===== src/rtl/tree_feature_sequencer.sv =====
// Byte-serial front end for the combinational decision-tree classifier: gathers one
// sample of NUM_FEAT features, lets the tree settle, then holds the class on a valid/ready port.
module tree_feature_sequencer #(
   parameter int NUM_FEAT   = 18,
   parameter int FEAT_W     = 8,
   parameter int CLASS_W    = 2,
   parameter int SETTLE_CYC = 2,
   parameter int CNT_W      = 16
) (
   input  logic                       clk,
   input  logic                       rst_n,
   input  logic                       in_valid,
   output logic                       in_ready,
   input  logic [FEAT_W-1:0]          in_data,
   input  logic                       in_last,
   output logic [NUM_FEAT*FEAT_W-1:0] feat_bus,
   input  logic [CLASS_W-1:0]         tree_class,
   output logic                       out_valid,
   input  logic                       out_ready,
   output logic [CLASS_W-1:0]         out_class,
   output logic                       err_len,
   output logic [CNT_W-1:0]           sample_cnt
);

   localparam int IDX_W = (NUM_FEAT > 1) ? $clog2(NUM_FEAT) : 1;
   localparam logic [IDX_W-1:0] LAST_IDX    = IDX_W'(NUM_FEAT - 1);
   localparam logic [3:0]       SETTLE_LOAD = 4'(SETTLE_CYC - 1);

   typedef enum logic [1:0] {
      ST_LOAD   = 2'd0,
      ST_SETTLE = 2'd1,
      ST_HOLD   = 2'd2
   } state_e;

   state_e                       state_q, state_d;
   logic [IDX_W-1:0]             idx_q, idx_d;
   logic [3:0]                   settle_q, settle_d;
   logic [NUM_FEAT*FEAT_W-1:0]   feat_q, feat_d;
   logic [CLASS_W-1:0]           class_q, class_d;
   logic                         err_q, err_d;
   logic [CNT_W-1:0]             cnt_q, cnt_d;
   logic                         accept_s;

   // Handshakes are decoded from the state register only, so no input reaches an output combinationally.
   assign in_ready   = (state_q == ST_LOAD);
   assign out_valid  = (state_q == ST_HOLD);
   assign feat_bus   = feat_q;
   assign out_class  = class_q;
   assign err_len    = err_q;
   assign sample_cnt = cnt_q;
   assign accept_s   = in_valid & (state_q == ST_LOAD);

   // Next-state logic: byte capture, length checking, settle countdown and class hand-off.
   always_comb begin
      state_d  = state_q;
      idx_d    = idx_q;
      settle_d = settle_q;
      feat_d   = feat_q;
      class_d  = class_q;
      err_d    = 1'b0;
      cnt_d    = cnt_q;
      case (state_q)
         ST_LOAD: begin
            if (accept_s) begin
               feat_d[int'(idx_q)*FEAT_W +: FEAT_W] = in_data;
               if (idx_q == LAST_IDX) begin
                  idx_d = {IDX_W{1'b0}};
                  if (in_last) begin
                     state_d  = ST_SETTLE;
                     settle_d = SETTLE_LOAD;
                  end else begin
                     err_d = 1'b1;
                  end
               end else if (in_last) begin
                  // Short sample: dropped, stale slots are simply overwritten by the next one.
                  idx_d = {IDX_W{1'b0}};
                  err_d = 1'b1;
               end else begin
                  idx_d = idx_q + IDX_W'(1);
               end
            end else begin
               idx_d = idx_q;
            end
         end
         ST_SETTLE: begin
            if (settle_q == 4'd0) begin
               class_d = tree_class;
               state_d = ST_HOLD;
            end else begin
               settle_d = settle_q - 4'd1;
            end
         end
         ST_HOLD: begin
            if (out_ready) begin
               state_d = ST_LOAD;
               cnt_d   = cnt_q + CNT_W'(1);
            end else begin
               state_d = ST_HOLD;
            end
         end
         default: begin
            state_d = ST_LOAD;
            idx_d   = {IDX_W{1'b0}};
         end
      endcase
   end

   // State and datapath registers with asynchronous active-low reset.
   always_ff @(posedge clk or negedge rst_n) begin
      if (!rst_n) begin
         state_q  <= ST_LOAD;
         idx_q    <= {IDX_W{1'b0}};
         settle_q <= 4'd0;
         feat_q   <= {(NUM_FEAT*FEAT_W){1'b0}};
         class_q  <= {CLASS_W{1'b0}};
         err_q    <= 1'b0;
         cnt_q    <= {CNT_W{1'b0}};
      end else begin
         state_q  <= state_d;
         idx_q    <= idx_d;
         settle_q <= settle_d;
         feat_q   <= feat_d;
         class_q  <= class_d;
         err_q    <= err_d;
         cnt_q    <= cnt_d;
      end
   end

endmodule


===== config.mk =====
export PLATFORM = sky130hd
export DESIGN_NAME = tree_feature_sequencer
export DESIGN_NICKNAME = d
export VERILOG_FILES = /design/src/rtl/tree_feature_sequencer.sv
export SDC_FILE = /design/constraint.sdc
export NUM_CORES = 1
export LEC_CHECK = 0
export CORE_ASPECT_RATIO = 1.2
export CORE_MARGIN = 5
export CORE_UTILIZATION = 50
export CTS_BUF_LIST = sky130_fd_sc_hd__clkbuf_16
export DETAILED_ROUTE_END_ITERATION = 12
export GPL_TIMING_DRIVEN = 0
export PLACE_DENSITY = 0.84
export SLEW_MARGIN = 5
export SYNTH_ARGS = -nofsm -noshare
export SYNTH_HDL_FRONTEND = slang
export SYNTH_SLANG_ARGS = --single-unit

===== constraint.sdc =====
create_clock -name clk -period 3.6 [get_ports clk]
set_input_delay 0.54 -clock clk [delete_from_list [all_inputs] [get_ports clk]]
set_output_delay 0.54 -clock clk [all_outputs]
set_load 0.05 [all_outputs]

==> metrics.md <==
| Metric | Value |
|---|---|
| Status | `complete, no violations` |
| CTS tree | `yes` |
| Worst-path fanout max | `14` |
| Initial DRC count | `438` |
| Grt total ovfl | `0` |
| RSZ-0062 raised after global routing | `no` |
| Deepest clock path buffer count | `2` |
| Clock transition at the registers of the reported paths | `0.06 ns` |
| Worst-Margin Slew | `0.850 ns` |
| Fin crit period | `3.36 ns` |
| First-pass GRT wire length | `31.4 mm` |
| Critical path endpoint category | `flip-flop` |
| Pwr dens | `662 nW/µm²` |
| Setup TNS | `0 ns` |
| Seq/Total Area, Yosys | `57.3%` |
| Core Area | `15000 µm²` |
| Buffers and inverters on the worst path | `5` |
| Antenna violations before repair | `0` |
| Post-CTS setup buffers | `0` |
| F_max | `297 MHz` |
| Port-buffer cells | `170` |
| HP Class | `primary input to asynchronous set/reset pin` |
| R2R setup slack | `0.24 ns` |
| Num CTS Buffers | `17` |
| Total power | `between 0.006 and 0.007 W` |
| Final Skew | `0.00623 ns` |
| Final Max Slew Viols | `0` |
| Async S/R FF share, synth | `between 90% and 100%` |
| Post-synthesis cell count | `between 500 and 600` |
| Reg-to-Reg Start | `idx_q[0]` |
| GP Congestion | `around 0.85` |
| #FFs+latches synth | `174` |
| Post-route DRC | `0` |
| Synth area leaders | `dfrtp_1 (57%), mux2_2 (19%), nor3_1 (1.9%), ha_1 (1.6%), nand2_1 (1.6%)` |
| Netlist cell types | `57` |
| DIE AREA | `around 18000 µm²` |
| Post-DP HPWL | `about 15 mm` |
| Synthesized Nets | `613` |
| Leakage | `4.74 nW` |
| Drt pass-1 iters | `5` |
| EDFF count, synth | `0` |
| Post-Syn Area | `7600 µm²` |
| Largest area contributor in the netlist | `dfrtp_1` |
| Post-synth top area share | `57.3%` |
| Avg WL per Cell | `19.9 µm` |
| Yosys Warn Count | `0` |
| Count of final hold-check violations | `0` |
| # diodes | `0` |
| # IOs | `180` |
| WL final | `19.7 mm` |
| Relative slew slack | `42.8%` |
| Vias in the first global route | `5823` |
| Die X | `123 µm` |
| Cell depth of the worst flop-to-flop path | `11` |
| Worst-path cell chain | `inv_1 -> ha_1 -> buf_4 -> nor3b_1 -> ha_1 -> buf_2 -> nand4b_1 -> or4_1 -> clkbuf_1 -> clkbuf_1 -> o31ai_1` |
| Crit Reg-Reg Endpoint | `feat_bus[79]` |
| H-tree depth | `4` |
| P&R area growth vs syn | `33.8%` |
| Sink Count | `174` |
| Total GRT Usage | `22.6%` |
| Skew-Pair Late Insertion Delay | `0.42 ns` |
| Syn Area/Cell | `12.9 µm²` |
| Layout cells sized above 1 | `24.8%` |
| Detail Route Antenna Nets | `0` |
| Routed vias | `5597` |
| Hold slack | `between 0.07 and 0.08 ns` |
| Die extent in y | `145 µm` |
| CP Data Arrival Time | `3.68 ns` |
| Largest net degree at the start of global routing | `96` |
| Clock root buffer | `clkbuf_16` |
| Slowest cell on the critical path | `or4_1` |
| Vias per inst | `between 5 and 6` |
| Initial Util | `around half` |
| Filler Cells Inserted | `1091` |
| Setup crit start kind | `flip-flop` |
| Worst path max stage delay | `0.53 ns` |
| Worst IR Drop VDD | `0.000525 V` |
| Top_reg_cell synth | `dfrtp_1` |
| Period utilization | `93.4%` |
| Max Cap Violations | `0` |
| Top Family by Delay on Critical Path | `buffers and inverters` |
| Number of setup violations in the final report | `0` |
| WS Path Type | `flip-flop to flip-flop` |
| Req. time, crit path | `between 3 and 4 ns` |
| Rows | `49` |
| Nets | `approximately 800` |
-- worst max-delay path by stage --
stage / start / endpoint / slack, ns / cells after the start
floorplan: idx_q[0] / feat_bus[64] / 0.57 / 11
global placement: rst_n / feat_bus[131] / -4.47 / 1
detailed placement: idx_q[0] / feat_bus[65] / -0.07 / 11
CTS: idx_q[0] / feat_bus[79] / 0.14 / 11
global route: idx_q[1] / feat_bus[79] / 0.11 / 11
finish: idx_q[0] / feat_bus[79] / 0.24 / 11
-- stage by stage --
| step | setup slack (ns) | utilization, % | instance area [µm²] | instances |
|---|---|---|---|---|
| final | 0.238 | 68.0 | 10200 | 993 |
| after global routing | 0.105 | 68.0 | 10200 | 993 |
| after detailed placement | -0.0728 | 64.1 | 9590 | 963 |
| after CTS | 0.138 | 68.0 | 10200 | 994 |
| after floorplan | 0.569 | - | 7600 | 588 |
| after global placement | -4.47 | 63.9 | 9560 | 962 |
-- logic make-up (layout without fill, tap and decap cells) --
family                     after synthesis  count (layout)  synth area share (%)
muxes                                  133             133                  19.7
AOI/OAI and AO/OA                       52              52                  4.76
adders and majority gates               10              10                  1.65
xor gates and xnor gates                18              18                  2.17
DFF                                    174             174                  57.3
and+or+nand+nor                        159             159                  12.0
buffers and inverters                   42             243                  2.44
-- final cells by class --
class                      count  area, µm²  share of cell area, %
clock inverter                15        149                   1.46
sequential                   174       4360                   42.8
inverter                      10       37.5                  0.369
timing repair buffer         171       1730                   17.1
tap                          204        255                   2.51
clock buffer                  17        425                   4.18
multi-input combinational    372       3070                   30.2
buffer                        30        140                   1.38
-- layout by cell type (no fill, tap or decap), types with 5 or more instances in the layout --
cell and count:
inv_1 13, xor2_1 7, or3_1 5, clkbuf_16 17, dfrtp_1 173, mux2_2 131
nand3_1 14, nand4_1 15, clkdlybuf4s50_1 169, nor3_1 28, nor4_1 6, buf_1 8
clkbuf_1 7, a21oi_1 9, ha_1 10, o21ai_0 9, buf_2 12, a21o_1 8
nand2_1 33, o31ai_1 10, and3_1 5, nor2_1 22, xnor2_1 10
-- power breakdown --
group          total [W]  internal (W)  switching (W)
Combinational    0.00252      0.000819        0.00170
Clock            0.00178       0.00102       0.000762
Sequential       0.00242       0.00222       0.000202
-- Yosys cell counts (6+ instances only) --
cell      number
nor3_1        29
nor2_1        22
buf_1          8
xnor2_1       10
clkbuf_1       9
nand2_1       33
a21oi_1        9
nand4_1       15
buf_2         12
dfrtp_1      174
inv_1         10
ha_1          10
o31ai_1       10
a21o_1         8
xor2_1         7
mux2_2       131
nand3_1       14
nor4_1         6
o21ai_0        9
-- flip-flops by register name (all words and copies together) (netlist names) --
signal / cells
feat_bus: 144
settle_q: 4
out_class: 2
sample_cnt: 16
idx_q: 5
err_len: 1
state_q: 2
-- layer usage --
layer	GRT usage, %	vias up	routed length, µm
li1	-	2510	-
met1	25.7	2799	7190
met2	39.8	247	10500
met3	7.67	41	1570
met4	7.11	0	452
met5	0	-	0
-- repair_timing --
action	CTS	global route
gates cloned	0	0
resized for setup	2	1
pin swaps	0	0
hold buffers	0	0
endpoints found under the setup margin	33	8
No activity file was read; power rests on OpenSTA's default activity.
